===== src/rtl/uart_rx.sv =====
// rtl/uart_rx.sv - UART receiver with parity/framing check and FWFT receive FIFO
//
// Frame: 1 start, 8 data (LSB first), 1 parity, 1 or 2 stop bits.
// Optional build macro: UART_RX_SYNC_EN adds a 2-flop input synchronizer on rx_in.
//
// Ports:
//   clk, rst_n (async, active-high)     clock and reset
//   rx_en                               receiver enable; low aborts any frame in progress
//   baud_divisor[13:0]                  bit period = baud_divisor+1 cycles (min 3)
//   two_stop, odd_parity                frame format, latched at the start edge
//   rx_in                               serial line, idle high
//   rd_en, err_clr                      FIFO pop, overrun flag clear
//   rx_data, rx_valid, rx_parity_err,
//   rx_frame_err                        FIFO head entry
//   overrun_err, fifo_full, fifo_count  FIFO status
//   rx_busy                             FSM not idle
module uart_rx #(
    parameter int FIFO_DEPTH = 4
) (
    input  logic                          clk,
    input  logic                          rst_n,
    input  logic                          rx_en,
    input  logic [13:0]                   baud_divisor,
    input  logic                          two_stop,
    input  logic                          odd_parity,
    input  logic                          rx_in,
    input  logic                          rd_en,
    input  logic                          err_clr,
    output logic [7:0]                    rx_data,
    output logic                          rx_valid,
    output logic                          rx_parity_err,
    output logic                          rx_frame_err,
    output logic                          overrun_err,
    output logic                          fifo_full,
    output logic [$clog2(FIFO_DEPTH):0]   fifo_count,
    output logic                          rx_busy
);

    localparam int AW = $clog2(FIFO_DEPTH);

    typedef enum logic [2:0] {
        S_IDLE,
        S_START,
        S_DATA,
        S_PARITY,
        S_STOP1,
        S_STOP2
    } state_t;

    logic line;

`ifdef UART_RX_SYNC_EN
    logic [1:0] sync_q;
    always_ff @(posedge clk or posedge rst_n) begin
        if (rst_n) sync_q <= 2'b11;
        else       sync_q <= {sync_q[0], rx_in};
    end
    assign line = sync_q[1];
`else
    assign line = rx_in;
`endif

    state_t      state_q, state_d;
    logic        last_q;
    logic [13:0] cnt_q;
    logic [2:0]  bit_cnt_q;
    logic [13:0] div_q;
    logic        two_stop_q;
    logic        odd_q;
    logic [7:0]  shift_q;
    logic        perr_q;
    logic        ferr_q;

    logic        start_edge;
    logic        tick;
    logic        push_req;
    logic        push_ferr;

    assign start_edge = rx_en & last_q & ~line;
    // The start bit is sampled at half a period to centre all later samples in their bits.
    assign tick       = (state_q == S_START) ? (cnt_q == (div_q >> 1)) : (cnt_q == div_q);
    // Frame error must include the stop sample taken on the push cycle itself.
    assign push_ferr  = ferr_q | ~line;

    always_comb begin
        state_d  = state_q;
        push_req = 1'b0;
        case (state_q)
            S_IDLE:   if (start_edge) state_d = S_START;
            S_START:  if (tick) state_d = line ? S_IDLE : S_DATA;
            S_DATA:   if (tick && bit_cnt_q == 3'd7) state_d = S_PARITY;
            S_PARITY: if (tick) state_d = S_STOP1;
            S_STOP1: begin
                if (tick) begin
                    if (two_stop_q) begin
                        state_d = S_STOP2;
                    end else begin
                        state_d  = S_IDLE;
                        push_req = 1'b1;
                    end
                end
            end
            S_STOP2: begin
                if (tick) begin
                    state_d  = S_IDLE;
                    push_req = 1'b1;
                end
            end
            default:  state_d = S_IDLE;
        endcase
        if (!rx_en) begin
            state_d  = S_IDLE;
            push_req = 1'b0;
        end
    end

    always_ff @(posedge clk or posedge rst_n) begin
        if (rst_n) begin
            state_q    <= S_IDLE;
            last_q     <= 1'b1;
            cnt_q      <= '0;
            bit_cnt_q  <= '0;
            div_q      <= '0;
            two_stop_q <= 1'b0;
            odd_q      <= 1'b0;
            shift_q    <= '0;
            perr_q     <= 1'b0;
            ferr_q     <= 1'b0;
        end else begin
            state_q <= state_d;
            last_q  <= line;
            if (state_q == S_IDLE) begin
                cnt_q     <= '0;
                bit_cnt_q <= '0;
                if (start_edge) begin
                    div_q      <= (baud_divisor < 14'd3) ? 14'd3 : baud_divisor;
                    two_stop_q <= two_stop;
                    odd_q      <= odd_parity;
                    perr_q     <= 1'b0;
                    ferr_q     <= 1'b0;
                end
            end else begin
                cnt_q <= tick ? 14'd0 : cnt_q + 14'd1;
                if (tick) begin
                    case (state_q)
                        S_DATA: begin
                            shift_q   <= {line, shift_q[7:1]};
                            bit_cnt_q <= bit_cnt_q + 3'd1;
                        end
                        S_PARITY: perr_q <= ^shift_q ^ line ^ odd_q;
                        S_STOP1,
                        S_STOP2:  ferr_q <= push_ferr;
                        default:  ;
                    endcase
                end
            end
        end
    end

    // Receive FIFO: entry = {data[7:0], parity_err, frame_err}
    logic [9:0]   mem_q [FIFO_DEPTH];
    logic [AW-1:0] wr_ptr_q, rd_ptr_q;
    logic [AW:0]  count_q;
    logic         overrun_q;
    logic         full;
    logic         pop;
    logic         push_ok;

    assign full    = (count_q == (AW+1)'(FIFO_DEPTH));
    assign pop     = rd_en && (count_q != '0);
    // When full, a simultaneous pop frees the slot the push lands in.
    assign push_ok = push_req && (!full || pop);

    always_ff @(posedge clk or posedge rst_n) begin
        if (rst_n) begin
            for (int i = 0; i < FIFO_DEPTH; i++) mem_q[i] <= '0;
            wr_ptr_q  <= '0;
            rd_ptr_q  <= '0;
            count_q   <= '0;
            overrun_q <= 1'b0;
        end else begin
            if (push_ok) begin
                mem_q[wr_ptr_q] <= {shift_q, perr_q, push_ferr};
                wr_ptr_q        <= wr_ptr_q + 1'b1;
            end
            if (pop) rd_ptr_q <= rd_ptr_q + 1'b1;
            case ({push_ok, pop})
                2'b10:   count_q <= count_q + 1'b1;
                2'b01:   count_q <= count_q - 1'b1;
                default: count_q <= count_q;
            endcase
            if (push_req && !push_ok) overrun_q <= 1'b1;
            else if (err_clr)         overrun_q <= 1'b0;
        end
    end

    assign rx_data       = mem_q[rd_ptr_q][9:2];
    assign rx_parity_err = mem_q[rd_ptr_q][1];
    assign rx_frame_err  = mem_q[rd_ptr_q][0];
    assign rx_valid      = (count_q != '0);
    assign fifo_full     = full;
    assign fifo_count    = count_q;
    assign overrun_err   = overrun_q;
    assign rx_busy       = (state_q != S_IDLE);

endmodule


===== config.mk =====
export PLATFORM = sky130hd
export DESIGN_NAME = uart_rx
export DESIGN_NICKNAME = d
export VERILOG_FILES = /design/src/rtl/uart_rx.sv
export SDC_FILE = /design/constraint.sdc
export NUM_CORES = 1
export LEC_CHECK = 0
export ABC_AREA = 1
export CAP_MARGIN = 10
export CORE_MARGIN = 1.5
export CORE_UTILIZATION = 53
export DETAILED_ROUTE_END_ITERATION = 7
export PLACE_DENSITY = 0.76
export SKIP_LAST_GASP = 1
export SLEW_MARGIN = 40
export SYNTH_ARGS = -nofsm -noshare
export SYNTH_HDL_FRONTEND = slang
export SYNTH_SLANG_ARGS = --single-unit

===== constraint.sdc =====
create_clock -name clk -period 3 [get_ports clk]
set_clock_uncertainty 0.1 [all_clocks]
set_input_delay 0.6 -clock clk [delete_from_list [all_inputs] [get_ports clk]]
set_output_delay 0.6 -clock clk [all_outputs]
set_load 0.01 [all_outputs]

==> results of run 1 <==
logic make-up after synthesis:
| group | synth area share, % |
|---|---|
| and+or+nand+nor | 27.1 |
| xor gates and xnor gates | 2.61 |
| buffers and inverters | 7.94 |
| AOI/OAI and AO/OA | 12.9 |
| DFF | 47.3 |
| adders and majority gates | 2.14 |
layer usage:
layer  GRT usage (%)  share of wire [%]  vias to the layer above
li1                -                  -                     2103
met1            33.5                 51                     1881
met2            33.9                 44                      103
met3            2.72                3.9                       13
met4            6.93                1.3                        0
met5               0                  0                        -
timing repair:
action,CTS,global route
endpoints found under the hold margin,0,0
buffers inserted,0,1
setup endpoints to repair,0,2
hold buffers,0,0
gates resized for setup,0,1
worst max-delay path, delay by kind of cell (launching register included):
| kind | cells | cell delay [ns] |
|---|---|---|
| buffers and inverters | 2 | 0.88 |
| AOI/OAI and AO/OA | 2 | 0.34 |
| DFF | 1 | 0.55 |
sequential cells by signal (all words and copies together) (netlist names), 2 cells and up:
name and count:
fifo_count 3, cnt_q 14, rd_ptr_q 2, div_q 14, state_q 3, mem_q 40, shift_q 8, wr_ptr_q 2
bit_cnt_q 3
power by group through the flow:
stage               clock (mW)  combinational [mW]  sequential, mW
CTS                      0.875                2.01            1.64
detailed placement           0                2.00            1.67
floorplan                    0                1.43            1.62
global route             0.916                2.30            1.68
finish                   0.849                2.04            1.65
global placement             0                1.95            1.66
stage by stage:
stage | cell area (µm²) | std cells | total power [mW]
2_1_floorplan | 5030 | 630 | 3.05
3_5_place_dp | 5450 | 766 | 3.67
6_report | 5680 | 783 | 4.53
3_3_place_gp | 5450 | 766 | 3.62
5_1_grt | 5680 | 783 | 4.90
4_1_cts | 5650 | 782 | 4.53
layout make-up:
cell class	count	share of cell area, %
clock inverter	6	1.06
multi-input combinational	451	39.6
clock buffer	10	2.43
tap	111	2.45
sequential	95	41.9
timing repair buffer	46	8.20
inverter	64	4.37
how the worst max path moves through the flow:
stage                      startpoint       endpoint  cells after the start
after floorplan            state_q[1]  fifo_count[2]                     18
after global placement          rx_en  fifo_count[2]                     12
after detailed placement        rx_en  fifo_count[2]                     12
after CTS                 rd_ptr_q[1]     rx_data[7]                      4
after global routing       state_q[1]  fifo_count[2]                     17
final                     rd_ptr_q[1]     rx_data[1]                      4
cells in the final DEF (no fill, tap or decap), drive strengths merged, types with 5 or more instances in the layout:
cell	instances
nor2	66
o22ai	11
clkbuf	10
o21ai	87
nor3	7
clkdlybuf4s50	38
a21oi	8
nand3	28
nand2	202
a31oi	5
ha	7
buf	8
xor2	11
dfrtp	94
inv	64
==> run_results.csv, run 1 <==
group,metric,value,unit
power,comb_power_share,44.9,%
placed_design,dpl.hpwl,7420,µm
clock_network,clkLatencyLatePin,0.36,ns
synthesis,synthTopCellsByCount,"nand2_1, dfrtp_1, inv_1",
floorplanning,ios,39,
setup_path,worstSetupEndpointType,"primary output",
sta,tightest_slew,0.424,ns
route,first_iter_violations,225,
clock_network,cts.sinks,95,
sta,finalSetupViolations,0,
synthesis,async_reset_ff_share,100,%
route,drtPass1Iterations,5,
synthesis,syn_inst,630,
power,ir_drop,0.436,mV
setup_path,path_class,"flip-flop to primary output",
clock_network,cts.path.max_buffers,2,
sta,hold_viol_final,0,
sta,slew_violations,0,
final_layout,diodes,0,
setup_path,path_cells,"inv_1 -> o21ai_0 -> o22ai_1 -> clkdlybuf4s50_1",
sta,rsz0062_at_grt,"false",
synthesis,synth_edf_count,0,
worst_hold_path,min_path_type,"flip-flop to flip-flop",
synthesis,ys_top_cells_by_area,"dfrtp_1, nand2_1, o21ai_0",
synthesis,avgSynthCellArea,7.98,µm²
route,dr_total_vias,4100,
floorplanning,die_x,100,µm
power,switching_share,42.0,%
setup_path,cpPeakStageDelay,0.58,ns
grt,overflow,0,
final_layout,final_layout_size_suffix_gt1_share,8.63,%
final_layout,nFillCells,797,
final_layout,regArea,2380,µm²
sta,fin_crit,2.82,ns
sta,setup_tns,0,ns
synthesis,synth.distinct_cells,37,
placed_design,port_buffers,38,
synthesis,ys_ff_latch,95,
sta,slew_headroom,71.7,%
synthesis,synth.most_common_cell,"nand2_1",
final_layout,area_growth_syn_to_layout,12.9,%
job,cap_viol_max_count,0,
setup_path,reg2reg_depth,17,
synthesis,syn_area,5020,µm²
setup_path,cp_slowest_cell,"clkdlybuf4s50_1",
floorplanning,fp.dieArea,10100,µm²
synthesis,syn-num-nets,660,
synthesis,synth_top_area_share,46.8,%
synthesis,synth_seq_area_share,47.3,%
synthesis,synthFlopType,"dfrtp_1",
setup_path,crit_required,2.30,ns
placed_design,gp_congestion,0.858,
power,intPower,2.63,mW
clock_network,cts.htree.levels,3,
route,wirelength,10200,µm
route,wl_per_cell,13.1,µm
grt,grt_pass1_wl,18000,µm
final_layout,multi_input_area,2250,µm²
sta,fin_crit_sh,94.1,%
power,pwr-share-seq,36.4,%
setup_path,start_kind,"flip-flop",
setup_path,r2r_end,"fifo_count[2]",
route,drc,0,
route,ant_nets,0,
floorplanning,fp.dieH,100,µm
sta,fin_ws,0.178,ns
clock_network,numCtsBuffers,9,
clock_network,clk_pin_slew,0.10,ns
grt,grt_pass1_vias,3855,
floorplanning,start_util,54.6,%
floorplanning,row_count,35,
power,power.leakage,2.72,nW
sta,max_freq,354,MHz
route,viasPerCell,5.24,
power,p_sw,1.90,mW
setup_path,timing.rr.start,"state_q[1]",
placed_design,dp_worst_setup_slack,0.0708,ns
synthesis,synth.largest_area_cell,"dfrtp_1",
grt,grt_max_degree,61,
synthesis,synth_warnings,0,
grt,antenna_found_initial,0,
worst_hold_path,hold_depth,2,
setup_path,r2r_slack,0.30,ns
clock_network,root_buffer,"clkbuf_8",
outcome,status,"complete, no violations",
power,power_frac_clock,18.7,%
setup_path,crit_arrival,2.12,ns
grt,grt_usage,22.3,%
worst_hold_path,hold_end,"mem_q[21]",
sta,holdWs,0.387,ns
worst_hold_path,hold_start,"mem_q[21]",
final_layout,utilization,61.7,%
clock_network,cts_tree,"built",
floorplanning,core-area,9200,µm²
power,cellPowerDensity,799,nW/µm²
setup_path,critPathMaxFanout,12,
final_layout,nNetsFinal,697,
Power figures use the tool's default switching activity.
==> run 2: changes to the inputs <==
--- a/config.mk
+++ b/config.mk
@@ -10,6 +10,7 @@
 export CORE_MARGIN = 1.5
 export CORE_UTILIZATION = 53
 export DETAILED_ROUTE_END_ITERATION = 7
+export HOLD_SLACK_MARGIN = 0.02
 export PLACE_DENSITY = 0.76
 export SKIP_LAST_GASP = 1
 export SLEW_MARGIN = 40
==> results of run 2 <==
The final DEF is identical to that of run 1; final timing and power are the same.
